==> src/rtl/alu_ctrl_fsm.sv <==
// rtl/alu_ctrl_fsm.sv - multicycle control FSM driving the 32-bit datapath and ALU command.
// Optional bne support is enabled by defining ALU_CTRL_BNE_EN.
module alu_ctrl_fsm (
  input  logic       clk,
  input  logic       rst,
  input  logic [5:0] i_Op,
  input  logic [5:0] i_Funct,
  input  logic       zeroflag,
  output logic [2:0] o_Cmd,
  output logic       o_IrWrite,
  output logic       o_MemWrite,
  output logic       o_RegWrite,
  output logic       o_IorD,
  output logic       o_MemToReg,
  output logic       o_RegDst,
  output logic       o_AluSrcA,
  output logic [1:0] o_AluSrcB,
  output logic [1:0] o_PcSrc,
  output logic       o_PcEn,
  output logic [3:0] o_State
);

  typedef enum logic [3:0] {
    S_FETCH   = 4'd0,
    S_DECODE  = 4'd1,
    S_MEMADR  = 4'd2,
    S_MEMRD   = 4'd3,
    S_MEMWB   = 4'd4,
    S_MEMWR   = 4'd5,
    S_EXECUTE = 4'd6,
    S_ALUWB   = 4'd7,
    S_BRANCH  = 4'd8,
    S_ADDIEX  = 4'd9,
    S_ADDIWB  = 4'd10,
    S_JUMP    = 4'd11
  } state_t;

  localparam logic [5:0] OP_RTYPE = 6'b000000;
  localparam logic [5:0] OP_LW    = 6'b100011;
  localparam logic [5:0] OP_SW    = 6'b101011;
  localparam logic [5:0] OP_BEQ   = 6'b000100;
  localparam logic [5:0] OP_ADDI  = 6'b001000;
  localparam logic [5:0] OP_J     = 6'b000010;
`ifdef ALU_CTRL_BNE_EN
  localparam logic [5:0] OP_BNE   = 6'b000101;
`endif

  localparam logic [2:0] CMD_AND  = 3'b000;
  localparam logic [2:0] CMD_OR   = 3'b001;
  localparam logic [2:0] CMD_ADD  = 3'b010;
  localparam logic [2:0] CMD_SUB  = 3'b110;
  localparam logic [2:0] CMD_SLT  = 3'b111;

  state_t     state;
  state_t     state_next;
  logic       pc_write;
  logic       branch;
  logic       branch_taken;
  logic [2:0] funct_cmd;

  always_ff @(posedge clk or negedge rst) begin
    if (!rst) begin
      state <= S_FETCH;
    end else begin
      state <= state_next;
    end
  end

`ifdef ALU_CTRL_BNE_EN
  // Captured in DECODE so BRANCH knows which sense of zeroflag takes the branch.
  logic bne;

  always_ff @(posedge clk or negedge rst) begin
    if (!rst) begin
      bne <= 1'b0;
    end else if (state == S_DECODE) begin
      bne <= (i_Op == OP_BNE);
    end
  end

  assign branch_taken = branch & (zeroflag ^ bne);
`else
  assign branch_taken = branch & zeroflag;
`endif

  always_comb begin
    state_next = S_FETCH;
    case (state)
      S_FETCH:   state_next = S_DECODE;
      S_DECODE: begin
        case (i_Op)
          OP_LW, OP_SW: state_next = S_MEMADR;
          OP_RTYPE:     state_next = S_EXECUTE;
          OP_BEQ:       state_next = S_BRANCH;
`ifdef ALU_CTRL_BNE_EN
          OP_BNE:       state_next = S_BRANCH;
`endif
          OP_ADDI:      state_next = S_ADDIEX;
          OP_J:         state_next = S_JUMP;
          default:      state_next = S_FETCH;
        endcase
      end
      S_MEMADR:  state_next = (i_Op == OP_SW) ? S_MEMWR : S_MEMRD;
      S_MEMRD:   state_next = S_MEMWB;
      S_EXECUTE: state_next = S_ALUWB;
      S_ADDIEX:  state_next = S_ADDIWB;
      default:   state_next = S_FETCH;
    endcase
  end

  // Unknown functs still execute as ADD and write back.
  always_comb begin
    funct_cmd = CMD_ADD;
    case (i_Funct)
      6'b100000: funct_cmd = CMD_ADD;
      6'b100010: funct_cmd = CMD_SUB;
      6'b100100: funct_cmd = CMD_AND;
      6'b100101: funct_cmd = CMD_OR;
      6'b101010: funct_cmd = CMD_SLT;
      default:   funct_cmd = CMD_ADD;
    endcase
  end

  always_comb begin
    o_Cmd      = 3'b000;
    o_IrWrite  = 1'b0;
    o_MemWrite = 1'b0;
    o_RegWrite = 1'b0;
    o_IorD     = 1'b0;
    o_MemToReg = 1'b0;
    o_RegDst   = 1'b0;
    o_AluSrcA  = 1'b0;
    o_AluSrcB  = 2'b00;
    o_PcSrc    = 2'b00;
    pc_write   = 1'b0;
    branch     = 1'b0;
    case (state)
      S_FETCH: begin
        o_IrWrite = 1'b1;
        o_AluSrcB = 2'b01;
        o_PcSrc   = 2'b00;
        pc_write  = 1'b1;
        o_Cmd     = CMD_ADD;
      end
      S_DECODE: begin
        o_AluSrcB = 2'b11;
        o_Cmd     = CMD_ADD;
      end
      S_MEMADR, S_ADDIEX: begin
        o_AluSrcA = 1'b1;
        o_AluSrcB = 2'b10;
        o_Cmd     = CMD_ADD;
      end
      S_MEMRD: begin
        o_IorD = 1'b1;
      end
      S_MEMWB: begin
        o_RegWrite = 1'b1;
        o_MemToReg = 1'b1;
      end
      S_MEMWR: begin
        o_IorD     = 1'b1;
        o_MemWrite = 1'b1;
      end
      S_EXECUTE: begin
        o_AluSrcA = 1'b1;
        o_AluSrcB = 2'b00;
        o_Cmd     = funct_cmd;
      end
      S_ALUWB: begin
        o_RegWrite = 1'b1;
        o_RegDst   = 1'b1;
      end
      S_BRANCH: begin
        o_AluSrcA = 1'b1;
        o_AluSrcB = 2'b00;
        o_PcSrc   = 2'b01;
        o_Cmd     = CMD_SUB;
        branch    = 1'b1;
      end
      S_ADDIWB: begin
        o_RegWrite = 1'b1;
      end
      S_JUMP: begin
        o_PcSrc  = 2'b10;
        pc_write = 1'b1;
      end
      default: begin
        o_Cmd = 3'b000;
      end
    endcase
  end

  assign o_PcEn  = pc_write | branch_taken;
  assign o_State = state;

endmodule

==> config.mk <==
export PLATFORM = sky130hd
export DESIGN_NAME = alu_ctrl_fsm
export DESIGN_NICKNAME = d
export VERILOG_FILES = /design/src/rtl/alu_ctrl_fsm.sv
export SDC_FILE = /design/constraint.sdc
export NUM_CORES = 1
export LEC_CHECK = 0
export BUFFER_PORTS_ARGS = -buffer_cell sky130_fd_sc_hd__buf_4
export CELL_PAD_IN_SITES_DETAIL_PLACEMENT = 1
export CELL_PAD_IN_SITES_GLOBAL_PLACEMENT = 1
export CORE_UTILIZATION = 25
export DETAILED_ROUTE_END_ITERATION = 6
export GPL_TIMING_DRIVEN = 0
export MAX_ROUTING_LAYER = met4
export PLACE_DENSITY_LB_ADDON = 0.1
export SYNTH_ARGS = -nofsm -noshare
export SYNTH_HDL_FRONTEND = slang
export SYNTH_SLANG_ARGS = --single-unit
==> constraint.sdc <==
create_clock -name clk -period 1.96 [get_ports clk]
set_clock_uncertainty 0.15 [all_clocks]
set_input_delay 0.392 -clock clk [delete_from_list [all_inputs] [get_ports clk]]
set_output_delay 0.392 -clock clk [all_outputs]
set_load 0.05 [all_outputs]
==> results of run 1 <==
==> worst max-delay path: stages <==
cell and delay [ns]:
buf_6 0.09, nand4bb_1 0.19, or3b_4 0.42, a211oi_4 0.22, buf_6 0.19
==> cells by family after synthesis <==
| family | count (synthesis) | synth area share [%] |
|---|---|---|
| and+or+nand+nor | 42 | 48.81 |
| AOI/OAI and AO/OA | 14 | 19.00 |
| buffers and inverters | 6 | 5.538 |
| DFF | 4 | 21.11 |
| xor gates and xnor gates | 3 | 5.542 |
==> where the power goes <==
part	total (mW)	internal (mW)	switching (mW)	leakage, nW
combinational	1.27	0.479	0.789	0.399
clock	0.109	0.0690	0.0403	0.0138
sequential	0.164	0.111	0.0528	0.0473
total	1.54	0.659	0.882	0.460
==> placed cells by master (no fill, tap or decap), types with 2 or more instances in the layout <==
| cell type | instances |
|---|---|
| o21ai_2 | 2 |
| clkbuf_4 | 3 |
| buf_6 | 10 |
| nor2_2 | 2 |
| nand2_2 | 2 |
| dfrtp_2 | 4 |
| nor2_1 | 4 |
| nor2_4 | 4 |
| nand2_1 | 4 |
| nand2b_4 | 2 |
| a21oi_4 | 4 |
| nor3_4 | 2 |
| xor2_1 | 3 |
| nand3_1 | 5 |
| nand4_1 | 2 |
| inv_2 | 2 |
| nor2b_1 | 2 |
| buf_4 | 32 |
==> repair_timing <==
item,4_1_cts,5_1_grt
setup buffers,4,5
setup endpoints to repair,14,10
gates cloned,0,0
hold endpoints to repair,4,0
hold buffers,1,0
resized for setup,24,4
pin swaps,4,0
==> layer usage <==
metal	vias to the layer above	global-route usage [%]	wire, um
met3	2	2.381	62
met5	-	-	0
met4	0	3.636	23
li1	343	-	-
met2	26	33.14	1161
met1	336	25.18	910
==> per-stage QoR <==
step                setup slack [ns]  power (mW)  utilization, %  instance area, um2  TNS (ns)
CTS                         -0.08702       1.458           58.42                1020  -0.08736
global route                 -0.1283       1.610           61.29                1070   -0.2508
finish                      -0.08582       1.541           61.29                1070  -0.08582
detailed placement           -0.1468       1.207           50.47               880.8   -0.1468
floorplan                   -0.09317      0.9356               -               601.8  -0.09317
global placement             -0.1436       1.197           50.47               880.8   -0.1436
==> path summary, 6_finish.rpt <==
path	from	endpoint	slack [ns]
min in group asynchronous	rst	o_State[1]$_DFF_PN0_	0.34
setup reg to reg	o_State[2]$_DFF_PN0_	o_State[2]$_DFF_PN0_	0.35
hold / removal	i_Op[2]	o_State[3]$_DFF_PN0_	0.31
max in group asynchronous	rst	o_State[2]$_DFF_PN0_	1.20
setup / recovery	i_Funct[1]	o_Cmd[0]	-0.09
hold reg to reg	o_State[0]$_DFF_PN0_	o_State[3]$_DFF_PN0_	0.59
==> layout make-up <==
class                           count  area (um2)  share of cell area (%)
Buffer                              3       45.04                   4.211
Clock buffer                        3       22.52                   2.105
Inverter                            2       7.507                  0.7018
Multi-Input combinational cell     59       501.7                   46.90
Sequential cell                     4       105.1                   9.825
Tap cell                           25       31.28                   2.924
Timing Repair Buffer               43       356.6                   33.33
==> flow_summary_export.csv, run 1 <==
group,metric,value,unit
placed_design,dp.cells,127,
cts,cts_tree,"built",
critical_path,crit_arrival,1.50,ns
critical_path,cp.required,1.42,ns
floorplanning,ioPinCount,34,
critical_path,worstPathMaxFanout,2,
power_and_ir_drop,vdd_drop_max,748.7,uV
finish,largest_reg_flops,4,
timing,max_slew_margin,75.56,%
critical_path,cp-end-kind,"primary output",
cts,clock_sinks,4,
timing,grt_setup_unrepaired,"true",
timing,hold_viol,0,
route,drtIter0Drc,9,
route,wl_per_cell,15.53,um
floorplanning,die-width,45.55,um
critical_path,crit_path_start_kind,"input port",
logic_synthesis,yosysSeqAreaShare,21.11,%
logic_synthesis,syn_area,474.2,um2
global_routing,grt_max_degree,12,
floorplanning,dieArea,0.002075,mm2
floorplanning,fp-row-count,15,
floorplanning,initial_core_util,27.17,%
logic_synthesis,ys.warnings.count,0,
placed_design,io_buffers,33,
finish,fin_nets,131,
timing,min_period,2.046,ns
logic_synthesis,synth_area_leaders,"dfrtp_1 21%, nor2_1 7.9%, xor2_1 5.5%",
cts,cts_htree_levels,1,
finish,final_cells,139,
finish,drive_gt1_share,68.42,%
route,route.vias.total,707,
placed_design,finalWeightedCongestion,0.7893,
global_routing,antenna_found_initial,0,
job,drv_cap,0,
timing,clock.fmax,0.4888,GHz
logic_synthesis,async_flop_share,100.0,%
timing,worst_hold_slack,0.3058,ns
cts,cts_buffers,3,
logic_synthesis,ys_types,31,
route,dr.pass1.iters,4,
logic_synthesis,syn_nets,84,
timing,period_share,104.4,%
power_and_ir_drop,leakagePower,0.4604,nW
timing,tightestPinTransition,0.3628,ns
global_routing,grt_pass1_vias,638,
logic_synthesis,synth_top_area_share,21.11,%
global_routing,grtUsageTotal,19.68,%
route,wirelength,2.158,mm
logic_synthesis,yosys-top-cells-count,"10 x nor2_1, 6 x nand2_1, 5 x nand3_1",
timing,slew_viol_final,0,
floorplanning,die_h,45.55,um
floorplanning,coreArea,0.001745,mm2
logic_synthesis,synth.avg_cell_area,6.873,um2
global_routing,grt_overflow_total,0,
cts,cts_max_path_buffers,2,
min_path,hold_path.class,"input port to flop",
cts,cts_root_buffer,"clkbuf_4",
logic_synthesis,syn_inst,69,
power_and_ir_drop,powerDensity,1440,mW/mm2
placed_design,dp_hpwl,1.308,mm
global_routing,grt_pass1_wl,2.877,mm
logic_synthesis,ys_ff_latch,4,
cts,worstSkewPairLatency,0.24,ns
critical_path,critical_path_class,"input port to primary output",
logic_synthesis,synth_edf_count,0,
critical_path,ff2ff_path_depth,5,
min_path,worstHoldPathCells,3,
timing,fin_ws,-0.08582,ns
route,vias_per_cell,5.086,
finish,antenna_cells,0,
finish,fillers,215,
cts,path_clk_slew,0.04,ns
logic_synthesis,yosysTopAreaCell,"dfrtp_1",
outcome,violations,"setup timing",
finish,area_growth,125.6,%
outcome,status,"finished with violations",
route,postRouteAntennaNets,0,
logic_synthesis,synth.most_common_cell,"nor2_1",
route,drc_errors,0,
timing,setup_violations,1,
logic_synthesis,ys.flop_type,"dfrtp_1",
(Power assumes the default switching activity.)
==> inputs of run 2 (changes only) <==
--- a/config.mk
+++ b/config.mk
@@ -13,6 +13,7 @@
 export GPL_TIMING_DRIVEN = 0
 export MAX_ROUTING_LAYER = met4
 export PLACE_DENSITY_LB_ADDON = 0.1
+export REMOVE_ABC_BUFFERS = 1
 export SYNTH_ARGS = -nofsm -noshare
 export SYNTH_HDL_FRONTEND = slang
 export SYNTH_SLANG_ARGS = --single-unit
==> run 2 against run 1 <==
Net effect: sequential share of layout area rose by 1.6 points; routed wire length is 16% lower; the run still ends with setup timing left; core utilization shrank 8.6 points; cell count stayed put; global-route usage increased by 0.12 points; flip-flop and latch count unchanged; non-clock buffer count unchanged; worst setup slack better by 0.041 ns; power fell by 14%.
==> flow_summary_export.csv, run 2 (synthesis gave the netlist of run 1 again) <==
group,metric,value,unit
critical_path,cp.required,1.42,ns
route,wirelength,1.812,mm
route,wl_per_cell,13.04,um
route,postRouteAntennaNets,0,
critical_path,ff2ff_setup_slack,0.39,ns
global_routing,grtUsageTotal,19.80,%
cts,cts_buffers,3,
placed_design,place_ws,-0.1225,ns
job,drv_cap,0,
route,vias_per_cell,4.964,
outcome,status,"finished with violations",
placed_design,placed_area,734.5,um2
cts,path_clk_slew,0.03,ns
cts,cts_root_buffer,"clkbuf_4",
global_routing,antenna_found_initial,0,
finish,antenna_cells,0,
route,drc_errors,0,
cts,clock_sinks,4,
finish,drive_gt1_share,53.51,%
floorplanning,ioPinCount,34,
floorplanning,dieArea,0.002075,mm2
global_routing,grt_pass1_wl,2.808,mm
outcome,violations,"setup timing",
timing,period_share,102.3,%
floorplanning,die-width,45.55,um
cts,worstSkewPairLatency,0.23,ns
placed_design,io_buffers,33,
power_and_ir_drop,power,1.318,mW
cts,cts_max_path_buffers,2,
finish,largest_reg_flops,4,
finish,area_growth,93.93,%
timing,worst_hold_slack,0.3117,ns
finish,final_common_cell,"buf_4",
timing,hold_viol,0,
power_and_ir_drop,powerDensity,1433,mW/mm2
critical_path,worstPathMaxFanout,2,
finish,final_cells,139,
finish,fin_nets,131,
placed_design,finalWeightedCongestion,0.7604,
finish,final_cell_area,919.6,um2
critical_path,crit_arrival,1.46,ns
critical_path,critical_path_class,"input port to primary output",
min_path,hold_path.class,"input port to flop",
route,dr.pass1.iters,4,
power_and_ir_drop,vdd_drop_max,601.4,uV
timing,fin_ws,-0.04465,ns
timing,max_slew_margin,75.06,%
timing,slew_viol_final,0,
floorplanning,fp-row-count,15,
timing,setup_violations,2,
timing,grt_setup_unrepaired,"true",
global_routing,grt_overflow_total,0,
timing,clock.fmax,0.4988,GHz
floorplanning,die_h,45.55,um
global_routing,grt_max_degree,16,
timing,min_period,2.005,ns
cts,cts_htree_levels,1,
floorplanning,initial_core_util,27.17,%
critical_path,cp-end-kind,"primary output",
critical_path,crit_path_start_kind,"input port",
timing,tightestPinTransition,0.3712,ns
floorplanning,coreArea,0.001745,mm2
route,route.vias.total,690,
power_and_ir_drop,leakagePower,0.4234,nW
global_routing,grt_pass1_vias,626,
cts,cts_tree,"built",
finish,final_cell_mix,"37 x buf_4, 8 x nor2_1, 8 x buf_6, 6 x nand2_1, 5 x nand3_1",
route,drtIter0Drc,6,
placed_design,dp.cells,123,
placed_design,dp_hpwl,1.190,mm
[run 2: cell count changes in the layout (fill, tap and decap cells not counted), moves of 4 or more]
cell | before | now
nor2_4 | 4 | 0
nor2_1 | 4 | 8
buf_4 | 32 | 37
a21oi_4 | 4 | 0
[run 2: timing repair]
| item | CTS | global route |
|---|---|---|
| buffers inserted | 12 | 0 |
| pin swaps | 3 | 0 |
| endpoints found under the setup margin | 13 | 7 |
| endpoints found under the hold margin | 4 | 0 |
| hold buffers | 1 | 0 |
| resized for setup | 13 | 8 |
[run 2: metrics by stage]
step / setup TNS (ns) / util, %
floorplan: -6.084 / -
global placement: -0.1698 / 42.08
detailed placement: -0.1692 / 42.08
CTS: -0.05541 / 51.25
global route: -0.1577 / 52.69
finish: -0.04495 / 52.69
[run 2: metal layers]
metal / part of all wire (%) / wire length (um) / track usage, % / vias to the layer above
met4: 1.3 / 24 / 10.91 / 0
met2: 52 / 944 / 34.86 / 20
met1: 43 / 785 / 21.90 / 325
li1: - / - / - / 343
met5: 0 / 0 / - / -
met3: 3.2 / 58 / 1.190 / 2
[run 2: path summary, 6_finish.rpt]
kind	start	endpoint	cells after the start
setup / recovery	i_Funct[1]	o_Cmd[0]	5
hold / removal	i_Op[2]	o_State[3]$_DFF_PN0_	3
setup reg to reg	o_State[2]$_DFF_PN0_	o_State[2]$_DFF_PN0_	5
hold reg to reg	o_State[2]$_DFF_PN0_	o_State[3]$_DFF_PN0_	2
max in group asynchronous	rst	o_State[3]$_DFF_PN0_	2
min in group asynchronous	rst	o_State[1]$_DFF_PN0_	2
[run 2: critical path, cell delays in order]
cell and delay [ns]:
buf_6 0.09, nand4bb_1 0.18, or3b_1 0.40, a211oi_2 0.21, buf_6 0.19
[run 2: power breakdown]
part	switching, mW	internal, mW
clock network	0.0305	0.0683
logic	0.694	0.379
registers	0.0347	0.111
total	0.759	0.559
[run 2: final cells by class]
class,instances,area (um2)
Inverter,2,7.507
Tap cell,25,31.28
Clock buffer,3,22.52
Sequential cell,4,105.1
Fill cell,234,825.8
Timing Repair Buffer,46,377.9
Multi-Input combinational cell,59,375.4
==> inputs of run 3 (changes only) <==
--- a/config.mk
+++ b/config.mk
@@ -8,6 +8,7 @@
 export BUFFER_PORTS_ARGS = -buffer_cell sky130_fd_sc_hd__buf_4
 export CELL_PAD_IN_SITES_DETAIL_PLACEMENT = 1
 export CELL_PAD_IN_SITES_GLOBAL_PLACEMENT = 1
+export CORE_MARGIN = 3
 export CORE_UTILIZATION = 25
 export DETAILED_ROUTE_END_ITERATION = 6
 export GPL_TIMING_DRIVEN = 0
==> run 3 against run 2 <==
Net effect: the run still ends with setup timing left; combinational power is 8% higher; power rose by 7.6%; clock-buffer cell count stayed put; sequential power is essentially flat; largest power group unchanged; clock power increased by 12%; first-iteration DRC count up 33%; via count increased by 4.1%; non-clock buffer count stayed put; sequential share of layout area shrank 0.58 points.
==> flow_summary_export.csv, run 3 (synthesis gave the netlist of run 1 again) <==
group,metric,value,unit
critical_path,cp_cell_sequence,"buf_6 -> nand4bb_1 -> or3b_1 -> a211oi_2 -> buf_6",
timing,min_period,2.000,ns
floorplanning,fp-row-count,15,
critical_path,critical_path_class,"input port to primary output",
timing,tightestPinTransition,0.3411,ns
min_path,hold_path.class,"input port to flop",
critical_path,cp-end-kind,"primary output",
finish,antenna_cells,0,
floorplanning,die_h,49.55,um
global_routing,grt_overflow_total,0,
timing,clock.fmax,0.4999,GHz
timing,slew_viol_final,0,
cts,worstSkewPairLatency,0.25,ns
floorplanning,die-width,49.55,um
cts,cts_tree,"built",
global_routing,grt_pass1_wl,3.394,mm
critical_path,crit_path_start_kind,"input port",
placed_design,dp.cells,123,
global_routing,antenna_found_initial,0,
route,drtIter0Drc,8,
floorplanning,ioPinCount,34,
finish,drive_gt1_share,58.77,%
timing,max_slew_margin,77.09,%
placed_design,place_ws,-0.1290,ns
finish,final_cell_area,968.4,um2
floorplanning,dieArea,0.002455,mm2
critical_path,path_common_cell,"buf_6",
route,postRouteAntennaNets,0,
global_routing,grt_max_degree,13,
finish,fin_nets,131,
cts,path_clk_slew,0.04,ns
critical_path,worstPathMaxFanout,2,
timing,hold_viol,0,
cts,cts_buffers,3,
cts,cts_max_path_buffers,2,
route,drc_errors,0,
finish,fillers,239,
route,wirelength,2.103,mm
critical_path,crit_arrival,1.46,ns
power_and_ir_drop,leakagePower,0.4467,nW
timing,fin_ws,-0.04023,ns
timing,grt_setup_unrepaired,"true",
route,dr.pass1.iters,4,
global_routing,grt_pass1_vias,704,
route,wl_per_cell,15.13,um
power_and_ir_drop,power,1.418,mW
outcome,status,"finished with violations",
placed_design,finalWeightedCongestion,0.7379,
cts,cts_root_buffer,"clkbuf_4",
finish,area_growth,104.2,%
power_and_ir_drop,powerDensity,1465,mW/mm2
timing,period_share,102.1,%
placed_design,placed_area,734.5,um2
route,vias_per_cell,5.165,
finish,final_common_cell,"buf_4",
floorplanning,initial_core_util,26.88,%
cts,clock_sinks,4,
cts,cts_htree_levels,1,
critical_path,crit_path_max_incr_delay,0.38,ns
critical_path,cp.required,1.42,ns
floorplanning,coreArea,0.001764,mm2
critical_path,cp_slowest_cell,"or3b_1",
finish,largest_reg_flops,4,
placed_design,dp_hpwl,1.268,mm
finish,final_cell_mix,"35 x buf_4, 10 x buf_6, 8 x nor2_1, 5 x nand3_1, 5 x nand2_1",
route,route.vias.total,718,
timing,setup_violations,1,
finish,final_cells,139,
global_routing,grtUsageTotal,18.67,%
outcome,violations,"setup timing",
job,drv_cap,0,
power_and_ir_drop,vdd_drop_max,734.2,uV
placed_design,io_buffers,33,
## run 3: worst paths after layout
path | end | cells after the start | slack [ns] | start
max in group asynchronous | o_State[0]$_DFF_PN0_ | 2 | 1.21 | rst
min in group asynchronous | o_State[1]$_DFF_PN0_ | 2 | 0.34 | rst
max reg2reg | o_State[2]$_DFF_PN0_ | 4 | 0.32 | o_State[2]$_DFF_PN0_
min reg2reg | o_State[3]$_DFF_PN0_ | 2 | 0.52 | o_State[1]$_DFF_PN0_
max | o_Cmd[0] | 5 | -0.04 | i_Funct[4]
min | o_State[2]$_DFF_PN0_ | 3 | 0.29 | i_Op[2]
## run 3: worst max-delay path: cells and delay by family
kind	cells	cell delay [ns]
simple gates	2	0.56
compound gates	1	0.22
buf+inv	2	0.28
## run 3: layout make-up
| type | count | area [um2] | area share [%] |
|---|---|---|---|
| sequential | 4 | 105.1 | 10.85 |
| timing repair buffer | 46 | 385.4 | 39.79 |
| inverter | 2 | 7.507 | 0.7752 |
| multi-input combinational | 59 | 416.7 | 43.02 |
| tap | 25 | 31.28 | 3.230 |
| clock buffer | 3 | 22.52 | 2.326 |
## run 3: repair_timing
item	CTS	global route
endpoints found under the setup margin	15	6
gates cloned	0	0
gates resized for setup	13	19
hold buffers	1	0
buffers inserted	10	2
endpoints found under the hold margin	4	0
pin swaps	1	3
## run 3: through the flow
| stage | TNS, ns | hold slack, ns | util (%) |
|---|---|---|---|
| 2_1_floorplan | -6.084 | -0.05359 | - |
| 5_1_grt | -0.1703 | 0.3154 | 54.89 |
| 4_1_cts | -0.04028 | 0.3003 | 50.00 |
| 3_3_place_gp | -0.1601 | 0.04046 | 41.63 |
| 3_5_place_dp | -0.1833 | 0.04141 | 41.63 |
| 6_report | -0.04023 | 0.2939 | 54.89 |
## run 3: power breakdown
group	switching (mW)	total, mW	internal [mW]
Sequential	0.0352	0.146	0.111
Combinational	0.736	1.16	0.425
Clock	0.0421	0.111	0.0690
Total	0.814	1.42	0.605
## run 3: layer usage
layer | up-vias | wire (um) | GRT usage [%]
met4 | 0 | 46 | 9.677
li1 | 345 | - | -
met2 | 27 | 1063 | 31.50
met5 | - | 0 | -
met3 | 4 | 94 | 2.417
met1 | 342 | 898 | 21.43
